## src/rtl/dcache_dm_wb.sv

```systemverilog
// Direct-mapped write-back / write-allocate D-cache with 128-bit block refill and eviction.
// Optional hit/miss counters are enabled by defining DCACHE_PERF_CNT_EN.
module dcache_dm_wb #(
    parameter int NUM_BLOCKS = 8
) (
    input  logic         clk,
    input  logic         rst_n,
    input  logic         proc_read,
    input  logic         proc_write,
    input  logic [29:0]  proc_addr,
    input  logic [31:0]  proc_wdata,
    output logic [31:0]  proc_rdata,
    output logic         proc_stall,
    output logic         mem_read,
    output logic         mem_write,
    output logic [27:0]  mem_addr,
    output logic [127:0] mem_wdata,
    input  logic [127:0] mem_rdata,
    input  logic         mem_ready
`ifdef DCACHE_PERF_CNT_EN
    ,
    output logic [31:0]  hit_cnt,
    output logic [31:0]  miss_cnt
`endif
);
    localparam int IDX   = $clog2(NUM_BLOCKS);
    localparam int TAG_W = 28 - IDX;

    typedef enum logic [1:0] {IDLE, WRITEBACK, ALLOCATE} state_e;

    state_e                  state_q;
    logic [NUM_BLOCKS-1:0]   valid_q, dirty_q;
    logic [TAG_W-1:0]        tag_q  [NUM_BLOCKS];
    logic [3:0][31:0]        data_q [NUM_BLOCKS];
    logic                    mem_read_q, mem_write_q;
    logic [27:0]             mem_addr_q;
    logic [127:0]            mem_wdata_q;

    logic [IDX-1:0]          idx;
    logic [TAG_W-1:0]        tag;
    logic [1:0]              word;
    logic                    req, hit;

    assign idx  = proc_addr[IDX+1:2];
    assign tag  = proc_addr[29:IDX+2];
    assign word = proc_addr[1:0];
    assign req  = proc_read | proc_write;
    assign hit  = valid_q[idx] && (tag_q[idx] == tag);

    assign proc_stall = (state_q != IDLE) || (req && !hit);
    assign proc_rdata = (state_q == IDLE && hit) ? data_q[idx][word] : 32'd0;

    assign mem_read  = mem_read_q;
    assign mem_write = mem_write_q;
    assign mem_addr  = mem_addr_q;
    assign mem_wdata = mem_wdata_q;

    always_ff @(posedge clk) begin
        if (!rst_n) begin
            state_q     <= IDLE;
            valid_q     <= '0;
            dirty_q     <= '0;
            mem_read_q  <= 1'b0;
            mem_write_q <= 1'b0;
            mem_addr_q  <= '0;
            mem_wdata_q <= '0;
        end else begin
            case (state_q)
                IDLE: begin
                    if (req) begin
                        if (hit) begin
                            if (proc_write) dirty_q[idx] <= 1'b1;
                        end else if (valid_q[idx] && dirty_q[idx]) begin
                            state_q     <= WRITEBACK;
                            mem_write_q <= 1'b1;
                            mem_addr_q  <= {tag_q[idx], idx};
                            mem_wdata_q <= data_q[idx];
                        end else begin
                            state_q    <= ALLOCATE;
                            mem_read_q <= 1'b1;
                            mem_addr_q <= proc_addr[29:2];
                        end
                    end
                end
                WRITEBACK: begin
                    // Refill request goes out on the same edge the eviction completes.
                    if (mem_ready) begin
                        mem_write_q  <= 1'b0;
                        mem_read_q   <= 1'b1;
                        mem_addr_q   <= proc_addr[29:2];
                        dirty_q[idx] <= 1'b0;
                        state_q      <= ALLOCATE;
                    end
                end
                ALLOCATE: begin
                    if (mem_ready) begin
                        mem_read_q   <= 1'b0;
                        valid_q[idx] <= 1'b1;
                        dirty_q[idx] <= 1'b0;
                        state_q      <= IDLE;
                    end
                end
                default: state_q <= IDLE;
            endcase
        end
    end

    // Tag/data arrays are never cleared; reset only blocks writes so an aborted refill leaves the line alone.
    always_ff @(posedge clk) begin
        if (rst_n) begin
            if (state_q == IDLE && req && hit && proc_write) begin
                data_q[idx][word] <= proc_wdata;
            end else if (state_q == ALLOCATE && mem_ready) begin
                data_q[idx] <= mem_rdata;
                tag_q[idx]  <= tag;
            end
        end
    end

`ifdef DCACHE_PERF_CNT_EN
    logic [31:0] hit_cnt_q, miss_cnt_q;
    logic        refill_q;

    // The completion hit right after a refill belongs to the miss, not to the hit count.
    always_ff @(posedge clk) begin
        if (!rst_n) begin
            hit_cnt_q  <= '0;
            miss_cnt_q <= '0;
            refill_q   <= 1'b0;
        end else begin
            if (state_q == ALLOCATE && mem_ready) refill_q <= 1'b1;
            else if (state_q == IDLE)             refill_q <= 1'b0;
            if (state_q == IDLE && req && hit && !refill_q) hit_cnt_q  <= hit_cnt_q + 32'd1;
            if (state_q == IDLE && req && !hit)             miss_cnt_q <= miss_cnt_q + 32'd1;
        end
    end

    assign hit_cnt  = hit_cnt_q;
    assign miss_cnt = miss_cnt_q;
`endif

endmodule

```

## config.mk

```make
export PLATFORM = sky130hd
export DESIGN_NAME = dcache_dm_wb
export DESIGN_NICKNAME = d
export VERILOG_FILES = /design/src/rtl/dcache_dm_wb.sv
export SDC_FILE = /design/constraint.sdc
export NUM_CORES = 2
export LEC_CHECK = 0
export BUFFER_PORTS_ARGS = -buffer_cell sky130_fd_sc_hd__buf_2
export CAP_MARGIN = 10
export CORE_MARGIN = 1.5
export CORE_UTILIZATION = 45
export DETAILED_ROUTE_END_ITERATION = 12
export REMOVE_ABC_BUFFERS = 1
export SYNTH_ARGS = -nofsm -noshare
export SYNTH_HDL_FRONTEND = slang
export SYNTH_SLANG_ARGS = --single-unit
```

## constraint.sdc

```tcl
create_clock -name clk -period 6.9 [get_ports clk]
set_input_delay 1.035 -clock clk [delete_from_list [all_inputs] [get_ports clk]]
set_output_delay 1.035 -clock clk [all_outputs]
set_load 0.05 [all_outputs]
```

==> out/metrics.yaml <==
run_status:
  status: "finished, final reports clean"
critical_path:
  path_class: "in -> out"
  cp_slowest_cell: "or4_2"
  slowest_delay_ns: 0.73
  r2r_slack_ns: 2.00
  required_ns: 5.86
  critPathMaxFanout: 68
  worstPathArrival_ns: 5.04
  cp_cell_sequence: "clkbuf_8 -> mux2_1 -> mux4_2 -> or4_1 -> a22oi_2 -> nand4_1 -> or4_2 -> buf_4 -> a21oi_1 -> buf_2"
  worst_setup_path_end_kind: "output pin"
  startpoint_type: "input port"
  r2r_cells: 9
logic_synthesis:
  ys_types: 67
  ys_ff_latch: 1400
  syn_inst: 3392
  synth.avg_cell_area_um2: 16.2
  yosysWarnings: 0
  synth_area_mm2: 0.0549
  yosysSeqAreaShare_pct: 73.4
  ys.flop_type: "edfxtp_1"
  synth_edf_count: 1224
  async_reset_ff_share_pct: 0
place:
  dpl-instance-area_mm2: 0.0597
  gp_congestion: 0.836
  port_buffers: 385
  dp_hpwl_um: 109000
  dp_cells: 5266
cells_and_area:
  drive_gt1_share_pct: 27.2
  register_area_mm2: 0.0403
  final_cell_mix: "edfxtp_1 (1224), buf_2 (377), a22oi_1 (252)"
  nNetsFinal: 4000
  fillCellCount: 9772
  final_common_cell: "edfxtp_1"
  synthToLayoutAreaGrowth_pct: 17.5
  multi_input_area_mm2: 0.0139
  finalNonFillerCells: 5543
  finish.instance_area_mm2: 0.0645
clocking:
  postCtsSetupBuffers: 0
  numCtsBuffers: 145
  cts.path.max_buffers: 3
  cts_tree: "done"
  ctsResizeCount: 0
  path_clk_slew_ns: 0.06
  cts_num_sinks: 1400
  cts_root_buf: "clkbuf_16"
  hold_buffers: 0
  cts.htree.levels: 4
  insertion_delay_ns: 0.77
sta:
  finalSetupTns_ns: 0
  fin_worst_skew_ns: 0.0325
  fmax_ghz: 0.165
  hold_violations: 0
  period_minus_slack_ns: 6.08
  tightestPinTransition_ns: 1.14
  setup_viol: 0
  finalCritPeriodShare_pct: 88.0
  rsz0062_at_grt: "no"
  relSlewSlack_pct: 24.1
  drv_slew: 0
min_path:
  hold_path_class: "reg -> reg"
  whs_path_depth: 2
global_route:
  met2_usage_pct: 44.4
  grt_max_degree: 112
  grt_pass1_wl_um: 250000
  grt_use_total_pct: 28.0
  antenna_found_initial: 9
  grt_overflow: 0
  busiest_layer: "met2"
  first_global_vias: 34100
  use_met1_pct: 39.0
  met3_usage_pct: 5.74
routing:
  wl_per_cell_um: 31.9
  drc: 0
  drt_iter0_drc: 4318
  antenna_left: 0
  routed_via_density: 6.31
  first_pass_iters: 6
  via_count: 35000
  wl_um: 177000
power_and_ir_drop:
  p_leak_uw: 0.0211
  vdd_drop_max_v: 0.000194
  power_density_mw_per_mm2: 285
floorplan:
  pin_count: 386
  num_rows: 127
  dieArea_mm2: 0.124
  die_h_um: 352
  start_util_pct: 45.6
  fp.dieW_um: 352
  coreArea_mm2: 0.120
job:
  maxCapViolCount: 0
## cell families after synthesis
group                      Yosys count  share of synthesized area, %
adders and majority gates            4                        0.0912
AOI/OAI and AO/OA                  966                          12.7
buffers and inverters              287                          2.13
and+or+nand+nor                    379                          3.69
xor gates and xnor gates             9                         0.144
DFF                               1400                          73.4
muxes                              347                          7.84
## cells in the mapped netlist, drive strengths merged (8+ instances only)
cell type,count,share of area (%)
nand2,67,0.46
edfxtp,1224,67
a222oi,8,0.15
dfxtp,176,6.4
nand3,26,0.24
and4,22,0.35
nor2,94,0.65
a221o,8,0.15
a22oi,253,3.5
mux4,46,1.9
a22o,70,1.1
buf,62,0.59
and2,15,0.17
nand4,17,0.21
mux2i,97,1.8
and3,65,0.74
a221oi,121,1.9
nor2b,11,0.13
o21a,15,0.21
a21oi,123,1.2
a31oi,135,1.5
mux2,204,4.2
o21ai,55,0.50
inv,10,0.068
clkbuf,214,1.5
nor3,26,0.24
o31ai,9,0.12
o22ai,18,0.21
a211oi,128,1.8
## final timing paths
kind,start,to
worst max-delay path,proc_addr[4],proc_rdata[26]
worst min-delay path,mem_wdata[21],mem_wdata[21]
worst max register to register,tag_q[3][24],data_q[2][4]
worst min register to register,mem_wdata[21],mem_wdata[21]
## critical path, delay by kind of cell
| kind | cells | cell delay [ns] |
|---|---|---|
| AO/OA/AOI/OAI | 2 | 0.49 |
| buffers and inverters | 3 | 1.10 |
| multiplexers | 2 | 0.88 |
| AND/OR/NAND/NOR | 3 | 1.41 |
## cell type report
type / instances / share of cell area, %
clock buffers: 191 / 6.10
flip-flops and latches: 1400 / 62.5
clock inverters: 81 / 1.23
multi-input cells: 1705 / 21.5
repair buffers: 538 / 5.45
inverters: 11 / 0.0718
diodes: 5 / 0.0194
well taps: 1612 / 3.13
## where the power goes
part           leakage (µW)  internal, µW  switching [µW]  total, µW
logic               0.00640           398             904       1300
clock network       0.00230          4370            3370       7740
registers            0.0124          9310            20.9       9340
total                0.0211         14100            4290      18400
## through the flow
stage / total power (µW) / util, % / setup slack (ns) / hold slack [ns]
2_1_floorplan: 10200 / - / -8.63 / 0.431
3_3_place_gp: 10800 / 49.6 / 0.780 / 0.446
3_5_place_dp: 10800 / 49.6 / 0.721 / 0.447
4_1_cts: 18400 / 53.5 / 0.823 / 0.464
5_1_grt: 18900 / 53.5 / 0.707 / 0.493
6_report: 18400 / 53.5 / 0.825 / 0.460
## metal layers
metal	up-vias	part of all wire, %
li1	14800	-
met1	17900	40
met2	1978	47
met3	288	9.9
met4	6	2.7
met5	-	0.020
## sequential cells by signal, summed over array words and instances, names as in the netlist, named ones only
name,cells
valid_q,8
data_q,1024
mem_addr,28
state_q,2
mem_write,1
tag_q,200
mem_wdata,128
mem_read,1
(Power assumes the default switching activity.)
